===== config.mk =====
export PLATFORM = sky130hd
export DESIGN_NAME = stream_pkt_gen_flat
export DESIGN_NICKNAME = d
export VERILOG_FILES = /design/src/rtl/stream_pkt_gen_if.sv /design/src/rtl/stream_pkt_gen.sv /design/src/flat_wrapper.sv
export SDC_FILE = /design/constraint.sdc
export NUM_CORES = 1
export LEC_CHECK = 0
export CAP_MARGIN = 20
export CORE_UTILIZATION = 40
export CTS_CLUSTER_DIAMETER = 80
export DETAILED_ROUTE_END_ITERATION = 8
export HOLD_SLACK_MARGIN = 0.15
export PLACE_DENSITY = 0.74
export SYNTH_ARGS = -nofsm -noshare
export SYNTH_HDL_FRONTEND = slang
export SYNTH_SLANG_ARGS = --single-unit

===== constraint.sdc =====
create_clock -name clk -period 4.2 [get_ports clk]
set_clock_uncertainty 0.2 [all_clocks]
set_input_delay 0.42 -clock clk [delete_from_list [all_inputs] [get_ports clk]]
set_output_delay 0.42 -clock clk [all_outputs]
set_load 0.02 [all_outputs]

===== src/rtl/stream_pkt_gen_if.sv =====
// Byte-stream valid/ready/last bundle between a packet source (master) and its sink (slave).
interface stream_pkt_gen_if #(
   parameter int DATA_W = 8
);
   logic [DATA_W-1:0] s_data;
   logic              s_valid;
   logic              s_last;
   logic              s_ready;

   modport master (output s_data, output s_valid, output s_last, input s_ready);
   modport slave  (input s_data, input s_valid, input s_last, output s_ready);
endinterface


===== src/rtl/stream_pkt_gen.sv =====
// Packet generator: one packet of incrementing bytes per start, backpressure-aware, counts packets.
// Define PKT_GEN_CHECKSUM_EN to append an XOR checksum beat to every packet.
module stream_pkt_gen #(
   parameter int DATA_W     = 8,
   parameter int LEN_W      = 8,
   parameter int CNT_W      = 16,
   parameter int GAP_CYCLES = 2
) (
   input  logic                clk,
   input  logic                reset,
   input  logic                start,
   input  logic [LEN_W-1:0]    pkt_len,
   input  logic [DATA_W-1:0]   seed,
   stream_pkt_gen_if.master    strm,
   output logic                busy,
   output logic                done,
   output logic [CNT_W-1:0]    pkt_cnt
);

   localparam int GAP_W = (GAP_CYCLES > 1) ? $clog2(GAP_CYCLES) : 1;
   localparam logic [GAP_W-1:0] GAP_LOAD = GAP_W'(GAP_CYCLES > 0 ? GAP_CYCLES - 1 : 0);

`ifdef PKT_GEN_CHECKSUM_EN
   typedef enum logic [1:0] {IDLE, SEND, CSUM, GAP} state_t;
`else
   typedef enum logic [1:0] {IDLE, SEND, GAP} state_t;
`endif

   state_t              state_reg, state_next;
   logic [LEN_W-1:0]    len_reg, len_next;
   logic [LEN_W-1:0]    beat_reg, beat_next;
   logic [DATA_W-1:0]   data_reg, data_next;
   logic                valid_reg, valid_next;
   logic                last_reg, last_next;
   logic                busy_reg, busy_next;
   logic                done_reg, done_next;
   logic [CNT_W-1:0]    cnt_reg, cnt_next;
   logic [GAP_W-1:0]    gap_reg, gap_next;
   logic                xfer;
   logic                finish;
`ifdef PKT_GEN_CHECKSUM_EN
   logic [DATA_W-1:0]   csum_reg, csum_next;
`endif

   assign xfer = valid_reg & strm.s_ready;

   always_comb begin
      state_next = state_reg;
      len_next   = len_reg;
      beat_next  = beat_reg;
      data_next  = data_reg;
      valid_next = valid_reg;
      last_next  = last_reg;
      busy_next  = busy_reg;
      done_next  = 1'b0;
      cnt_next   = cnt_reg;
      gap_next   = gap_reg;
      finish     = 1'b0;
`ifdef PKT_GEN_CHECKSUM_EN
      csum_next  = csum_reg;
`endif
      case (state_reg)
         IDLE: begin
            if (start && (pkt_len != '0)) begin
               state_next = SEND;
               len_next   = pkt_len;
               beat_next  = '0;
               data_next  = seed;
               valid_next = 1'b1;
               busy_next  = 1'b1;
`ifdef PKT_GEN_CHECKSUM_EN
               last_next  = 1'b0;
               csum_next  = '0;
`else
               last_next  = (pkt_len == LEN_W'(1));
`endif
            end
         end
         SEND: begin
            if (xfer) begin
`ifdef PKT_GEN_CHECKSUM_EN
               csum_next = csum_reg ^ data_reg;
`endif
               if (beat_reg == len_reg - LEN_W'(1)) begin
`ifdef PKT_GEN_CHECKSUM_EN
                  // Checksum beat folds in the final data byte being transferred now.
                  state_next = CSUM;
                  data_next  = csum_reg ^ data_reg;
                  last_next  = 1'b1;
`else
                  finish = 1'b1;
`endif
               end else begin
                  beat_next = beat_reg + LEN_W'(1);
                  data_next = data_reg + DATA_W'(1);
`ifdef PKT_GEN_CHECKSUM_EN
                  last_next = 1'b0;
`else
                  last_next = (beat_reg + LEN_W'(1) == len_reg - LEN_W'(1));
`endif
               end
            end
         end
`ifdef PKT_GEN_CHECKSUM_EN
         CSUM: begin
            if (xfer) finish = 1'b1;
         end
`endif
         GAP: begin
            if (gap_reg == '0) begin
               state_next = IDLE;
               busy_next  = 1'b0;
            end else begin
               gap_next = gap_reg - GAP_W'(1);
            end
         end
         default: begin
            state_next = IDLE;
            busy_next  = 1'b0;
            valid_next = 1'b0;
            last_next  = 1'b0;
         end
      endcase

      // Common end-of-packet bookkeeping, shared by the data and checksum paths.
      if (finish) begin
         valid_next = 1'b0;
         last_next  = 1'b0;
         done_next  = 1'b1;
         cnt_next   = cnt_reg + CNT_W'(1);
         if (GAP_CYCLES == 0) begin
            state_next = IDLE;
            busy_next  = 1'b0;
         end else begin
            state_next = GAP;
            gap_next   = GAP_LOAD;
         end
      end
   end

   always_ff @(posedge clk or posedge reset) begin
      if (reset) begin
         state_reg <= IDLE;
         len_reg   <= '0;
         beat_reg  <= '0;
         data_reg  <= '0;
         valid_reg <= 1'b0;
         last_reg  <= 1'b0;
         busy_reg  <= 1'b0;
         done_reg  <= 1'b0;
         cnt_reg   <= '0;
         gap_reg   <= '0;
`ifdef PKT_GEN_CHECKSUM_EN
         csum_reg  <= '0;
`endif
      end else begin
         state_reg <= state_next;
         len_reg   <= len_next;
         beat_reg  <= beat_next;
         data_reg  <= data_next;
         valid_reg <= valid_next;
         last_reg  <= last_next;
         busy_reg  <= busy_next;
         done_reg  <= done_next;
         cnt_reg   <= cnt_next;
         gap_reg   <= gap_next;
`ifdef PKT_GEN_CHECKSUM_EN
         csum_reg  <= csum_next;
`endif
      end
   end

   assign strm.s_data  = data_reg;
   assign strm.s_valid = valid_reg;
   assign strm.s_last  = last_reg;
   assign busy         = busy_reg;
   assign done         = done_reg;
   assign pkt_cnt      = cnt_reg;

endmodule


===== src/flat_wrapper.sv =====
// flat-port wrapper written by rule: the top's interface ports become plain ports
module stream_pkt_gen_flat 
#(
   parameter int DATA_W     = 8,
   parameter int LEN_W      = 8,
   parameter int CNT_W      = 16,
   parameter int GAP_CYCLES = 2
)
  (clk, reset, start, pkt_len, seed, busy, done, pkt_cnt, strm_s_data, strm_s_valid, strm_s_last, strm_s_ready);
  stream_pkt_gen_if #(.DATA_W(DATA_W)) strm_i ();
  input  logic clk;
  input  logic reset;
  input  logic start;
  input  logic [LEN_W-1:0] pkt_len;
  input  logic [DATA_W-1:0] seed;
  output logic busy;
  output logic done;
  output logic [CNT_W-1:0] pkt_cnt;
  output wire logic [$bits(strm_i.s_data)-1:0] strm_s_data;
  output wire logic [$bits(strm_i.s_valid)-1:0] strm_s_valid;
  output wire logic [$bits(strm_i.s_last)-1:0] strm_s_last;
  input wire logic [$bits(strm_i.s_ready)-1:0] strm_s_ready;
  assign strm_s_data = strm_i.s_data;
  assign strm_s_valid = strm_i.s_valid;
  assign strm_s_last = strm_i.s_last;
  assign strm_i.s_ready = strm_s_ready;
  stream_pkt_gen #(.DATA_W(DATA_W), .LEN_W(LEN_W), .CNT_W(CNT_W), .GAP_CYCLES(GAP_CYCLES)) u_core (.clk(clk), .reset(reset), .start(start), .pkt_len(pkt_len), .seed(seed), .strm(strm_i), .busy(busy), .done(done), .pkt_cnt(pkt_cnt));
endmodule

==> impl_results.md <==
* Status: complete, no violations
* CP Capture Type: flop
* Crit share post-route at 0.6850
* Area of the mapped netlist at 2826 µm²
* Fin Setup TNS at 0 ns
* Wl on met1 at 3024 µm
* Top sig layer: met4
* Die width at 86.06 µm
* Initial core utilization at 0.4160
* Wire length of the first global-routing pass at 11400 µm
* Hold crit path type: reg2reg
* Startpoint types: flop
* Setup WS pre-CTS at 1.350 ns
* Setup Crit Path Kind: reg2reg
* WP data arrival at 2.91 ns
* Placed insts at 447
* Largest net degree at the start of global routing at 48
* Final Hold Vio Count at 0
* Wire length on met2 at 3245 µm
* Worst R2R Path Depth at 8
* Slew Limit Fails at 0
* Post-synthesis sequential area ratio at 0.4161
* Routed Antenna Nets at 0
* #FFs+latches synth at 47
* Unrepaired setup endpoints after global routing: no
* Final Critical Period at 2.877 ns
* Multiplexer share of the synthesized area at 0.007525
* Clock latency on the worst-skew pair at 0.31 ns
* Slew headroom at 0.6085
* Top FF cell, synth: dfrtp_1
* Final setup margin at 1.323 ns
* Synth cell types at 53
* Worst Setup SP: u_core.len_reg[0]
* Cell taking the most area after synthesis: dfrtp_1
* Synth Area in Adders at 0.01771
* Post-synthesis simple-gate area fraction at 0.2771
* R2r endpoint: u_core.pkt_cnt[15]
* WL/cell at 14.61 µm
* Worst EP required at 4.23 ns
* Synth async-reset ratio at 1.000
* Worst Tran Pin Value at 0.5851 ns
* RR Startpoint: u_core.len_reg[0]
* Ant. Diodes at 0
* Clk sinks at 47
* GRT Util Overall at 0.1932
* Cell Pwr Density at 632.7 nW/µm²
* Syn_area_per_cell at 9.001 µm²
* Top cell type's share of synthesized area at 0.4161
* Hold Slack at 0.2903 ns
* Largest family of logic cells by synthesized area: simple AND/OR/NAND/NOR gates
* Max reg flops at 16
* DIE AREA at 7406 µm²
* Leak Pwr at 0.001498 µW
* Dpl hpwl at 4858 µm
* Clock root buffer: clkbuf_8
* DRC viols at 0
* Synth area leaders: dfrtp_1 42%, nand2_1 6.2%, xor2_1 5.6%
* CTS clock-pin slew for the worst setup and hold paths at 0.09 ns
* Clock Path Buffers at 2
* CP Max Fanout at 20
* FMAX at 347.6 MHz
* Slowest CP cell: or4_4
* H-tree depth at 2
* Met3 WL post-DR at 330 µm
* Top Ports at 48
* Post-synth EDFFs at 0
* Critical Path End: u_core.pkt_cnt[15]
* Total wire length at 6679 µm
* Rows at 30
* Placed cell area at 3385 µm²
* Port bufs at 47
* Final instance area at 3531 µm²
* First-pass detailed-route iteration total at 4
* Number of vias in the routed layout at 2477
* Initial antenna violation count at 0
* GP Congestion at 0.9961
* Max_cap viols at 0
* R2r setup slk at 1.32 ns
* Ratio of cells with drive above 1 in the final layout at 0.05817
* Nets at 384
* Vias in the first global route at 2390
* Crit-path cells: inv_1 > ha_1 > nor3b_1 > xnor2_1 > nand3_1 > or4_4 > nor4_1 > xor2_1
* Synth Warn # at 0
* Syn Nets at 338
* Die Height at 86.06 µm
* Post-Synthesis Cells at 314
* GR Overflow Total at 0
* Post-synthesis xor/xnor area fraction at 0.1222
* Max incr delay on CP at 0.58 ns
* Worst VDD drop at 0.3733 mV
* Final cell count without fillers at 457
* Finish-stage setup viols at 0
* Core Area at 6794 µm²
* Drt first-iter violations at 146
* CTS tree: yes
* CTS Buf Count at 5
* Via-to-Cell Ratio at 5.420
* Post-synthesis compound-gate area fraction at 0.1270
* Synth-to-layout area growth at 24.92%
-- worst min-delay path by stage --
stage | from | endpoint | cells after the start | slack, ns
after detailed placement | u_core.pkt_cnt[12] | u_core.pkt_cnt[12] | 1 | 0.27
after global routing | u_core.pkt_cnt[12] | u_core.pkt_cnt[12] | 1 | 0.32
final | u_core.pkt_cnt[12] | u_core.pkt_cnt[12] | 1 | 0.29
after CTS | u_core.pkt_cnt[12] | u_core.pkt_cnt[12] | 1 | 0.30
after floorplan | u_core.gap_reg | u_core.gap_reg | 2 | 0.27
after global placement | u_core.pkt_cnt[15] | u_core.pkt_cnt[15] | 1 | 0.27
-- metrics by stage --
step | total power [µW] | utilization
6_report | 2234 | 0.5197
5_1_grt | 2411 | 0.5197
3_5_place_dp | 1884 | 0.4982
4_1_cts | 2230 | 0.5153
3_3_place_gp | 1856 | 0.4982
2_1_floorplan | 1574 | -
-- per-layer routing --
metal | up-vias | GRT usage
met5 | - | 0
met4 | 0 | 0.04394
met3 | 11 | 0.03080
met2 | 56 | 0.3304
met1 | 1199 | 0.2575
li1 | 1211 | -
-- power by group --
group	switching [µW]	internal, µW
Sequential	206	575
Combinational	602	508
Clock	163	180
Total	971	1260
-- synthesized netlist by cell type, types with 6 or more instances --
| cell type | instances |
|---|---|
| a21oi_1 | 7 |
| clkbuf_1 | 10 |
| dfrtp_1 | 47 |
| inv_1 | 8 |
| nand2_1 | 47 |
| nand3_1 | 20 |
| nand4_1 | 11 |
| nor2_1 | 19 |
| nor3_1 | 14 |
| o21ai_0 | 11 |
| or3_1 | 6 |
| xnor2_1 | 17 |
| xor2_1 | 18 |
-- area by class of cell --
cell class	instances	area [µm²]
clock inverter	3	47.55
timing repair buffer	52	523.0
clock buffer	5	68.82
sequential	47	1176
inverter	8	30.03
multi-input combinational	246	1565
fill	635	3263
tap	96	120.1
-- cell usage in the layout, fill, tap and decap left out, types with 2 or more instances in the layout --
cell type         n
inv_1             7
nand2_1          47
and2_1            5
a21o_1            4
nor2b_1           5
buf_4             3
nand4_1          11
nor2_1           19
clkdlybuf4s50_1  47
dfrtp_1          47
nor3_1           14
o2bb2ai_1         3
a21oi_1           7
ha_1              4
nor3b_1           3
or4_1             2
nor4_1            3
xor2_1           18
clkbuf_8          5
a211oi_1          4
and3_1            5
nand3_1          20
a31oi_1           2
nor4_2            2
o21ai_0          11
a311oi_1          3
o211ai_1          4
nand2b_1          3
o22ai_1           3
or3_1             6
xnor2_1          17
-- critical path, delay by kind of cell (launching register included) --
| family | cells | cell delay, ns |
|---|---|---|
| flops | 1 | 0.45 |
| xor+xnor | 2 | 0.55 |
| fa+ha+maj | 1 | 0.24 |
| simple gates | 4 | 1.29 |
| buf+inv | 1 | 0.07 |
-- cell families after synthesis --
group / after synthesis
fa+ha+maj: 4
compound gates: 52
simple gates: 151
flops: 47
xor+xnor: 37
buf+inv: 21
mux: 2
-- repair_timing --
action                     4_1_cts  5_1_grt
buffers inserted                 0        0
setup endpoints to repair        0        0
hold endpoints to repair         0        2
hold buffers                     0        1
gates resized for setup          0        0
Power figures use the tool's default switching activity.
